===== config.mk =====
export PLATFORM = sky130hd
export DESIGN_NAME = fp_exception_sum_pipe
export DESIGN_NICKNAME = d
export VERILOG_FILES = /design/src/rtl/fp_exc_pkg.sv /design/src/rtl/fp_classify.sv /design/src/rtl/fp_exception_sum_pipe.sv
export SDC_FILE = /design/constraint.sdc
export NUM_CORES = 1
export LEC_CHECK = 0
export ABC_CLOCK_PERIOD_IN_PS = 3150
export CAP_MARGIN = 40
export CELL_PAD_IN_SITES_DETAIL_PLACEMENT = 0
export CELL_PAD_IN_SITES_GLOBAL_PLACEMENT = 1
export CORE_MARGIN = 2
export CORE_UTILIZATION = 30
export DETAILED_ROUTE_END_ITERATION = 16
export GPL_TIMING_DRIVEN = 1
export PLACE_DENSITY = 0.6
export SLEW_MARGIN = 20
export SYNTH_ARGS = -nofsm -noshare
export SYNTH_HDL_FRONTEND = slang
export SYNTH_SLANG_ARGS = --single-unit

===== constraint.sdc =====
create_clock -name clk -period 3.15 [get_ports clk]
set_input_delay 0.63 -clock clk [delete_from_list [all_inputs] [get_ports clk]]
set_output_delay 0.63 -clock clk [all_outputs]
set_load 0.02 [all_outputs]

===== src/rtl/fp_exc_pkg.sv =====
`default_nettype none
// ============================================================================
// Module      : fp_exc_pkg
// Description : Shared definitions for the FP special-case resolver:
//               exception-class encodings and helpers that build the
//               all-ones exponent and canonical quiet NaN for any
//               EXP_W/MAN_W format.
// Revision    : 1.0 - initial release
// ============================================================================
package fp_exc_pkg;

    // Exception class encodings reported on exc_class
    localparam logic [2:0] EXC_NONE    = 3'd0;
    localparam logic [2:0] EXC_QNAN    = 3'd1;
    localparam logic [2:0] EXC_SNAN    = 3'd2;
    localparam logic [2:0] EXC_INVALID = 3'd3;
    localparam logic [2:0] EXC_INF     = 3'd4;
    localparam logic [2:0] EXC_ZERO    = 3'd5;

    // All-ones exponent, right-aligned in a 64-bit container
    function automatic logic [63:0] exp_all_ones(input int exp_w);
        return (64'd1 << exp_w) - 64'd1;
    endfunction

    // Canonical qNaN {0, all-ones exp, 1, zeros}, right-aligned in 128 bits
    function automatic logic [127:0] canon_qnan(input int exp_w, input int man_w);
        logic [127:0] v;
        v = (128'd1 << (exp_w + man_w)) - (128'd1 << man_w);
        v = v | (128'd1 << (man_w - 1));
        return v;
    endfunction

endpackage
`default_nettype wire


===== src/rtl/fp_classify.sv =====
`default_nettype none
// ============================================================================
// Module      : fp_classify
// Description : Combinational IEEE-754 operand classifier.
//   i_exp     : exponent field
//   i_mant    : stored mantissa field
//   o_isnan   : NaN (quiet or signalling)
//   o_issnan  : signalling NaN (mantissa MSB clear)
//   o_isinf   : infinity
//   o_iszero  : exact zero
//   o_issub   : subnormal (exp=0, mant!=0)
// Revision    : 1.0 - initial release
// ============================================================================
module fp_classify
    import fp_exc_pkg::*;
#(
    parameter int EXP_W = 5,
    parameter int MAN_W = 10
) (
    input  logic [EXP_W-1:0] i_exp,
    input  logic [MAN_W-1:0] i_mant,
    output logic             o_isnan,
    output logic             o_issnan,
    output logic             o_isinf,
    output logic             o_iszero,
    output logic             o_issub
);

    localparam logic [EXP_W-1:0] C_EXP_ONES = EXP_W'(exp_all_ones(EXP_W));

    logic exp_ones;
    logic exp_zero;
    logic mant_zero;

    assign exp_ones  = (i_exp == C_EXP_ONES);
    assign exp_zero  = (i_exp == '0);
    assign mant_zero = (i_mant == '0);

    assign o_isnan   = exp_ones & ~mant_zero;
    assign o_issnan  = exp_ones & ~mant_zero & ~i_mant[MAN_W-1];
    assign o_isinf   = exp_ones & mant_zero;
    assign o_iszero  = exp_zero & mant_zero;
    assign o_issub   = exp_zero & ~mant_zero;

endmodule
`default_nettype wire


===== src/rtl/fp_exception_sum_pipe.sv =====
`default_nettype none
// ============================================================================
// Module      : fp_exception_sum_pipe
// Description : Two-stage valid/ready pipeline that classifies two FP
//               operands and resolves special-case sums (NaN propagation,
//               Inf-Inf invalid, infinities, zero operands). exc=1 means q
//               is final. Sticky invalid/NaN flags feed the status register.
//   Config    : define FP_EXC_DAZ_EN to treat subnormal inputs as zero.
//   Ports     : clk, rst (async, active high)
//               in_valid/in_ready, sign_/exp_/mant_ a,b, tag_in  - operands
//               out_valid/out_ready, q, exc, exc_class, tag_out  - result
//               flag_clr, flag_invalid, flag_nan                  - sticky flags
// Revision    : 1.0 - initial release
// ============================================================================
module fp_exception_sum_pipe
    import fp_exc_pkg::*;
#(
    parameter int EXP_W = 5,
    parameter int MAN_W = 10,
    parameter int TAG_W = 4
) (
    input  logic                   clk,
    input  logic                   rst,
    input  logic                   in_valid,
    output logic                   in_ready,
    input  logic                   sign_a,
    input  logic                   sign_b,
    input  logic [EXP_W-1:0]       exp_a,
    input  logic [EXP_W-1:0]       exp_b,
    input  logic [MAN_W-1:0]       mant_a,
    input  logic [MAN_W-1:0]       mant_b,
    input  logic [TAG_W-1:0]       tag_in,
    output logic                   out_valid,
    input  logic                   out_ready,
    output logic [EXP_W+MAN_W:0]   q,
    output logic                   exc,
    output logic [2:0]             exc_class,
    output logic [TAG_W-1:0]       tag_out,
    input  logic                   flag_clr,
    output logic                   flag_invalid,
    output logic                   flag_nan
);

    localparam int                W          = 1 + EXP_W + MAN_W;
    localparam logic [EXP_W-1:0]  C_EXP_ONES = EXP_W'(exp_all_ones(EXP_W));
    localparam logic [MAN_W-1:0]  C_MAN_MSB  = {1'b1, {(MAN_W-1){1'b0}}};
    localparam logic [W-1:0]      C_QNAN     = W'(canon_qnan(EXP_W, MAN_W));

    // ---------------- operand classification ----------------
    logic nan_a, snan_a, inf_a, zero_a, sub_a;
    logic nan_b, snan_b, inf_b, zero_b, sub_b;
    logic zero_eff_a, zero_eff_b;

    fp_classify #(.EXP_W(EXP_W), .MAN_W(MAN_W)) u_cls_a (
        .i_exp(exp_a), .i_mant(mant_a),
        .o_isnan(nan_a), .o_issnan(snan_a), .o_isinf(inf_a),
        .o_iszero(zero_a), .o_issub(sub_a)
    );

    fp_classify #(.EXP_W(EXP_W), .MAN_W(MAN_W)) u_cls_b (
        .i_exp(exp_b), .i_mant(mant_b),
        .o_isnan(nan_b), .o_issnan(snan_b), .o_isinf(inf_b),
        .o_iszero(zero_b), .o_issub(sub_b)
    );

`ifdef FP_EXC_DAZ_EN
    // Subnormals flushed to zero for classification only; the raw operand
    // is still what gets passed through when the other side is zero.
    assign zero_eff_a = zero_a | sub_a;
    assign zero_eff_b = zero_b | sub_b;
`else
    logic unused_sub;
    assign unused_sub = sub_a ^ sub_b;
    assign zero_eff_a = zero_a;
    assign zero_eff_b = zero_b;
`endif

    // ---------------- pipeline state ----------------
    logic                 s1_valid_q, s1_valid_d;
    logic [W-1:0]         op_a_q, op_a_d, op_b_q, op_b_d;
    logic [TAG_W-1:0]     s1_tag_q, s1_tag_d;
    // per operand {nan, snan, inf, zero}
    logic [3:0]           cls_a_q, cls_a_d, cls_b_q, cls_b_d;

    logic                 out_valid_q, out_valid_d;
    logic [W-1:0]         q_q, q_d;
    logic                 exc_q, exc_d;
    logic [2:0]           exc_class_q, exc_class_d;
    logic [TAG_W-1:0]     tag_out_q, tag_out_d;
    logic                 flag_invalid_q, flag_invalid_d;
    logic                 flag_nan_q, flag_nan_d;

    logic                 en;
    assign en       = ~out_valid_q | out_ready;
    assign in_ready = en;

    // ---------------- resolution from stage-1 registers ----------------
    logic                 a_nan, a_snan, a_inf, a_zero;
    logic                 b_nan, b_snan, b_inf, b_zero;
    logic [W-1:0]         res_val;
    logic                 res_exc;
    logic [2:0]           res_cls;

    assign {a_nan, a_snan, a_inf, a_zero} = cls_a_q;
    assign {b_nan, b_snan, b_inf, b_zero} = cls_b_q;

    always_comb begin
        res_val = '0;
        res_exc = 1'b1;
        res_cls = EXC_NONE;
        if (a_nan && b_nan) begin
            res_val = {op_a_q[W-1], C_EXP_ONES, op_a_q[MAN_W-1:0] | C_MAN_MSB};
            res_cls = (a_snan || b_snan) ? EXC_SNAN : EXC_QNAN;
        end else if (a_nan) begin
            res_val = op_a_q | W'(C_MAN_MSB);
            res_cls = a_snan ? EXC_SNAN : EXC_QNAN;
        end else if (b_nan) begin
            res_val = op_b_q | W'(C_MAN_MSB);
            res_cls = b_snan ? EXC_SNAN : EXC_QNAN;
        end else if (a_inf && b_inf && (op_a_q[W-1] != op_b_q[W-1])) begin
            res_val = C_QNAN;
            res_cls = EXC_INVALID;
        end else if (a_inf) begin
            // covers same-sign Inf+Inf as well
            res_val = op_a_q;
            res_cls = EXC_INF;
        end else if (b_inf) begin
            res_val = op_b_q;
            res_cls = EXC_INF;
        end else if (a_zero && b_zero) begin
            res_val = {op_a_q[W-1] & op_b_q[W-1], {(W-1){1'b0}}};
            res_cls = EXC_ZERO;
        end else if (a_zero) begin
            res_val = op_b_q;
            res_cls = EXC_ZERO;
        end else if (b_zero) begin
            res_val = op_a_q;
            res_cls = EXC_ZERO;
        end else begin
            res_exc = 1'b0;
        end
    end

    // ---------------- next-state ----------------
    logic set_invalid, set_nan;

    always_comb begin
        s1_valid_d  = s1_valid_q;
        op_a_d      = op_a_q;
        op_b_d      = op_b_q;
        s1_tag_d    = s1_tag_q;
        cls_a_d     = cls_a_q;
        cls_b_d     = cls_b_q;
        out_valid_d = out_valid_q;
        q_d         = q_q;
        exc_d       = exc_q;
        exc_class_d = exc_class_q;
        tag_out_d   = tag_out_q;
        set_invalid = 1'b0;
        set_nan     = 1'b0;

        if (en) begin
            s1_valid_d = in_valid;
            if (in_valid) begin
                op_a_d   = {sign_a, exp_a, mant_a};
                op_b_d   = {sign_b, exp_b, mant_b};
                s1_tag_d = tag_in;
                cls_a_d  = {nan_a, snan_a, inf_a, zero_eff_a};
                cls_b_d  = {nan_b, snan_b, inf_b, zero_eff_b};
            end

            out_valid_d = s1_valid_q;
            if (s1_valid_q) begin
                q_d         = res_val;
                exc_d       = res_exc;
                exc_class_d = res_cls;
                tag_out_d   = s1_tag_q;
                set_invalid = (res_cls == EXC_SNAN) || (res_cls == EXC_INVALID);
                set_nan     = (res_cls == EXC_QNAN) || (res_cls == EXC_SNAN) ||
                              (res_cls == EXC_INVALID);
            end else begin
                q_d         = '0;
                exc_d       = 1'b0;
                exc_class_d = EXC_NONE;
                tag_out_d   = '0;
            end
        end

        // A set in the same cycle as a clear takes precedence
        flag_invalid_d = (flag_clr ? 1'b0 : flag_invalid_q) | set_invalid;
        flag_nan_d     = (flag_clr ? 1'b0 : flag_nan_q)     | set_nan;
    end

    always_ff @(posedge clk or posedge rst) begin
        if (rst) begin
            s1_valid_q     <= 1'b0;
            op_a_q         <= '0;
            op_b_q         <= '0;
            s1_tag_q       <= '0;
            cls_a_q        <= '0;
            cls_b_q        <= '0;
            out_valid_q    <= 1'b0;
            q_q            <= '0;
            exc_q          <= 1'b0;
            exc_class_q    <= EXC_NONE;
            tag_out_q      <= '0;
            flag_invalid_q <= 1'b0;
            flag_nan_q     <= 1'b0;
        end else begin
            s1_valid_q     <= s1_valid_d;
            op_a_q         <= op_a_d;
            op_b_q         <= op_b_d;
            s1_tag_q       <= s1_tag_d;
            cls_a_q        <= cls_a_d;
            cls_b_q        <= cls_b_d;
            out_valid_q    <= out_valid_d;
            q_q            <= q_d;
            exc_q          <= exc_d;
            exc_class_q    <= exc_class_d;
            tag_out_q      <= tag_out_d;
            flag_invalid_q <= flag_invalid_d;
            flag_nan_q     <= flag_nan_d;
        end
    end

    assign out_valid    = out_valid_q;
    assign q            = q_q;
    assign exc          = exc_q;
    assign exc_class    = exc_class_q;
    assign tag_out      = tag_out_q;
    assign flag_invalid = flag_invalid_q;
    assign flag_nan     = flag_nan_q;

endmodule
`default_nettype wire


==> results.toml, run 1 <==
[layout]
area_delta_synth_final_pct = 34.3
fill_cells = 1046
final_cell_mix = "dfrtp_1 (72), clkdlybuf4s50_1 (68), mux2_2 (36)"
final_common_cell = "dfrtp_1"
utilization_pct = 41.8
drive_gt1_share_pct = 19.0
nNetsFinal = 390
diodes = 0

[synth]
synth_nets = 322
avgSynthCellArea_um2 = 11.5
synth_seq_cells = 72
synth-edff-count = 0
ys_types = 47
synth_ff_type = "dfrtp_1"
synth_seq_area_share_pct = 55.8
yosys.area.top_type = "dfrtp_1"
synth_top_area_share_pct = 55.8
ys_warn_count = 0
syn_inst = 280
netlist_area_um2 = 3230
synth-async-reset-ratio_pct = 100
synth_area_leaders = "dfrtp_1 (56%), mux2_2 (13%), nand2_1 (3.6%), o31ai_1 (3.3%), o211ai_1 (2.1%)"

[sta]
finalCritPeriodShare_pct = 78.5
finalHoldViolCount = 0
tightest_slew_ns = 0.620
max_freq_mhz = 404
slew_violations = 0
rsz0062_at_grt = "false"
relSlewSlack_pct = 58.6
finalSetupTns_ns = 0
skew_ns = 0.0113
final.min_clock_period_ns = 2.47
finalSetupViolations = 0

[global_route]
antenna_found_initial = 0
overflow = 0
grt_max_degree = 48
first_global_vias = 2422
grt_pass1_wl_um = 12700
gr-usage-all-layers_pct = 14.3

[routing]
antenna_left = 0
drc = 0
drt_pass1_iterations = 5
wl_um = 7640
drtIter0Drc = 66
vias_per_cell = 4.85
vias = 2374
wl_per_cell_um = 15.6

[place]
dp_hpwl_um = 5690
port_buffers = 68
gp_congestion = 0.723

[critical_path]
crit_top_cell = "clkdlybuf4s50_1"
path_class = "in -> out"
cpPeakStageDelay_ns = 0.60
critPathArrivalTime_ns = 1.84
crit_cells = 4
cp_num_buf_inv = 3
crit_slowest_cell = "clkdlybuf4s50_1"
cp-start-kind = "primary input"
required_ns = 2.52
crit_path_end_kind = "output port"
cp_cell_sequence = "clkdlybuf4s50_1 > nor2b_2 > inv_2 > clkdlybuf4s50_1"
worstRegToRegCells = 4
critPathTopFamily = "buffers and inverters"
path_max_fanout = 5

[clock_network]
cts_sinks = 72
cts-hold-fix-buffers = 0
cts_made_buffers = 9
cts.htree.levels = 3
clk_pin_slew_ns = 0.07
cts_tree = "yes"
clkLatencyLatePin_ns = 0.34
ctsResizeCount = 0
postCtsSetupBuffers = 0
cts-root-buf = "clkbuf_8"
cts.path.max_buffers = 2

[die]
dieWidth_um = 108
rows = 37
start_util_pct = 31.1
coreArea_um2 = 10400
fp.dieH_um = 108
io_pins = 69
dieArea_um2 = 11600

[pwr]
vdd_drop_max_mv = 0.203
p_leak_uw = 0.00177
power.density_nw_per_um2 = 540

[job]
maxCapViolCount = 0

[run_status]
outcome = "complete, no violations"

[min_path]
hp-class = "reg -> reg"
hold_path_depth = 2
metrics by stage:
stage                     power, µW  worst slack [ns]  instance area, µm²  instances  hold slack [ns]
final                          2340             0.676                4340        489            0.478
after global routing           2460             0.617                4340        489            0.516
after CTS                      2370             0.666                4310        488            0.485
after detailed placement       1480             0.664                4060        472            0.466
after global placement         1470             0.686                4060        472            0.465
after floorplan                1310             0.695                3230        280            0.449
routing by layer:
| layer | up-vias | part of all wire, % | track usage [%] |
|---|---|---|---|
| li1 | 1174 | - | - |
| met1 | 1151 | 51 | 20.0 |
| met2 | 40 | 45 | 22.0 |
| met3 | 9 | 3.1 | 2.30 |
| met4 | 0 | 1.4 | 5.77 |
| met5 | - | 0 | 0 |
worst min-delay path, stage by stage (launching register included):
cell     delay [ns]
dfrtp_1        0.34
nand2_1        0.05
nand2_1        0.05
cell usage after synthesis (2+ instances only):
master,n
nor2_1,10
inv_1,7
and3_1,3
a22oi_1,2
a32o_1,3
a21oi_1,13
o41ai_1,2
buf_2,10
mux2_2,36
o31ai_1,14
o211ai_1,9
or4_1,3
o21ai_0,6
nand2b_1,5
dfrtp_1,72
a22o_1,5
nand3_1,4
clkbuf_1,4
nor4_1,5
o211a_1,2
a31oi_1,9
nand2_1,31
power breakdown:
group | switching, µW | internal (µW) | total (µW)
sequential | 72.9 | 1020 | 1100
combinational | 164 | 195 | 359
clock | 338 | 548 | 886
total | 574 | 1770 | 2340
cell families (layout without fill, tap and decap cells):
family | after synthesis | count (layout) | share of synthesized area [%]
and+or+nand+nor | 73 | 73 | 11.4
AOI/OAI and AO/OA | 73 | 73 | 16.4
buffers and inverters | 25 | 98 | 3.45
muxes | 36 | 36 | 12.6
DFF | 72 | 72 | 55.8
adders and majority gates | 1 | 1 | 0.388
state kept, by name, summed over array words and instances (netlist names), 3 cells and up:
register   cells
op_a_q        16
op_b_q        16
q             16
cls_a_q        4
cls_b_q        4
s1_tag_q       4
tag_out        4
exc_class      3
worst paths after layout:
path / slack (ns) / from / to
min: 0.48 / exc_class[1]$_DFFE_PP0N_ / exc_class[1]$_DFFE_PP0N_
min in group asynchronous: 0.62 / rst / op_b_q[5]$_DFFE_PP0P_
max in group asynchronous: 1.86 / rst / op_a_q[14]$_DFFE_PP0P_
max: 0.68 / out_ready / in_ready
max reg2reg: 0.91 / cls_b_q[3]$_DFFE_PP0P_ / q[10]$_DFFE_PP0N_
min reg2reg: 0.48 / exc_class[1]$_DFFE_PP0N_ / exc_class[1]$_DFFE_PP0N_
area by class of cell:
type | instances | area, µm² | area share [%]
sequential | 72 | 1800 | 41.6
clock inverter | 5 | 104 | 2.40
multi-input combinational | 183 | 1320 | 30.4
inverter | 8 | 30.0 | 0.693
tap | 136 | 170 | 3.92
timing repair buffer | 74 | 771 | 17.8
clock buffer | 11 | 141 | 3.26
Power figures use the tool's default switching activity.
==> inputs of run 2 (changes only) <==
--- a/config.mk
+++ b/config.mk
@@ -5,7 +5,7 @@
 export SDC_FILE = /design/constraint.sdc
 export NUM_CORES = 1
 export LEC_CHECK = 0
-export ABC_CLOCK_PERIOD_IN_PS = 3150
+export ABC_CLOCK_PERIOD_IN_PS = 2300
 export CAP_MARGIN = 40
 export CELL_PAD_IN_SITES_DETAIL_PLACEMENT = 0
 export CELL_PAD_IN_SITES_GLOBAL_PLACEMENT = 1
==> constraint.sdc (replaced) <==
create_clock -name clk -period 2.3 [get_ports clk]
set_input_delay 0.46 -clock clk [delete_from_list [all_inputs] [get_ports clk]]
set_output_delay 0.46 -clock clk [all_outputs]
set_load 0.02 [all_outputs]
==> results.toml, run 2 (synthesized netlist as in run 1, its figures left out) <==
[clock_network]
postCtsSetupBuffers = 0
clk_pin_slew_ns = 0.08
cts_made_buffers = 9
cts-root-buf = "clkbuf_8"
cts_tree = "yes"
cts.path.max_buffers = 2
cts-hold-fix-buffers = 0
cts.htree.levels = 3
ctsResizeCount = 0
cts_sinks = 72
clkLatencyLatePin_ns = 0.35

[place]
port_buffers = 68
dp_hpwl_um = 5500
gp_congestion = 0.708

[job]
maxCapViolCount = 0

[die]
coreArea_um2 = 10400
start_util_pct = 31.1
rows = 37
fp.dieH_um = 108
io_pins = 69
dieWidth_um = 108
dieArea_um2 = 11600

[routing]
drtIter0Drc = 83
antenna_left = 0
wl_per_cell_um = 15.6
vias = 2402
drc = 0
wl_um = 7630
vias_per_cell = 4.92
drt_pass1_iterations = 4

[global_route]
grt_pass1_wl_um = 12700
overflow = 0
first_global_vias = 2367
gr-usage-all-layers_pct = 14.4
antenna_found_initial = 0
grt_max_degree = 73

[sta]
slew_violations = 0
relSlewSlack_pct = 61.5
finalSetupTns_ns = 0
skew_ns = 0.0111
max_freq_mhz = 467
tightest_slew_ns = 0.574
rsz0062_at_grt = "false"
finalSetupViolations = 0
finalHoldViolCount = 0
final.min_clock_period_ns = 2.14
finalCritPeriodShare_pct = 93.0

[pwr]
p_int_uw = 2220
seqPwrFrac_pct = 50.0
power.density_nw_per_um2 = 705
swShare_pct = 25.9
power_frac_comb_pct = 16.2
p_leak_uw = 0.00174
clock_power_share_pct = 33.8
vdd_drop_max_mv = 0.217
switching_power_uw = 779

[critical_path]
crit_slowest_cell = "clkdlybuf4s50_1"
required_ns = 1.84
cp-start-kind = "primary input"
crit_top_cell = "clkdlybuf4s50_1"
crit_path_end_kind = "output port"
critPathArrivalTime_ns = 1.68
path_max_fanout = 5
cpPeakStageDelay_ns = 0.60
cp_cell_sequence = "clkdlybuf4s50_1 > nor2b_2 > inv_2 > clkdlybuf4s50_1"
path_class = "in -> out"

[layout]
drive_gt1_share_pct = 18.5
final_cell_mix = "dfrtp_1 (72), clkdlybuf4s50_1 (68), mux2_2 (36)"
diodes = 0
final_common_cell = "dfrtp_1"
area_delta_synth_final_pct = 32.0
utilization_pct = 41.1
nNetsFinal = 389

[run_status]
outcome = "complete, no violations"

[min_path]
hp-class = "reg -> reg"
==> run 2: cell types whose count changed in the layout (fill, tap and decap cells not counted) <==
cell       previous run  this run
buf_16                1         0
bufinv_16             3         1
clkinv_2              1         2
clkbuf_8             10        11
clkbuf_1              1         2
clkinv_4              1         0
==> run 2: path summary, 6_finish.rpt <==
kind / from / to / slack, ns / cells after the start
max in group asynchronous: rst / op_b_q[2]$_DFFE_PP0P_ / 1.48 / 3
max: out_ready / in_ready / 0.16 / 4
max reg2reg: op_a_q[15]$_DFFE_PP0P_ / q[10]$_DFFE_PP0N_ / 0.41 / 5
min reg2reg: exc_class[1]$_DFFE_PP0N_ / exc_class[1]$_DFFE_PP0N_ / 0.48 / 2
min in group asynchronous: rst / exc_class[1]$_DFFE_PP0N_ / 0.50 / 3
min: exc_class[1]$_DFFE_PP0N_ / exc_class[1]$_DFFE_PP0N_ / 0.48 / 2
==> run 2: critical path, delay by kind of cell <==
family                 cells  cell delay, ns
buffers and inverters      3            1.17
and+or+nand+nor            1            0.05
==> run 2: routing by layer <==
metal  global-route usage (%)  share of wire, %  routed length, µm
met1                     20.7                49               3710
met5                        0                 0                  0
met3                     3.03               4.3                329
met2                     20.3                45               3420
met4                     7.51               2.2                165
==> run 2: final cells by class <==
type                            instances  area, µm²
Clock buffer                           13        159
Sequential cell                        72       1800
Clock inverter                          3       40.0
Inverter                                8       30.0
Timing Repair Buffer                   73        743
Multi-Input combinational cell        183       1320
Fill cell                            1030       6110
Tap cell                              136        170
==> run 2: power by group through the flow <==
stage / clock network, µW / logic, µW / registers (µW)
after CTS: 1050 / 494 / 1500
after global routing: 1110 / 534 / 1520
after floorplan: 0 / 273 / 1510
after global placement: 0 / 491 / 1520
final: 1010 / 486 / 1500
after detailed placement: 0 / 493 / 1530
==> run 2: stage by stage <==
| step | total power, µW | cell area (µm²) | cells | hold WS, ns | setup slack, ns |
|---|---|---|---|---|---|
| CTS | 3050 | 4260 | 488 | 0.485 | 0.152 |
| floorplan | 1790 | 3230 | 280 | 0.449 | 0.0151 |
| global route | 3170 | 4260 | 488 | 0.502 | 0.109 |
| detailed placement | 2020 | 4060 | 472 | 0.466 | 0.155 |
| global placement | 2010 | 4060 | 472 | 0.462 | 0.170 |
| finish | 3000 | 4260 | 488 | 0.478 | 0.160 |
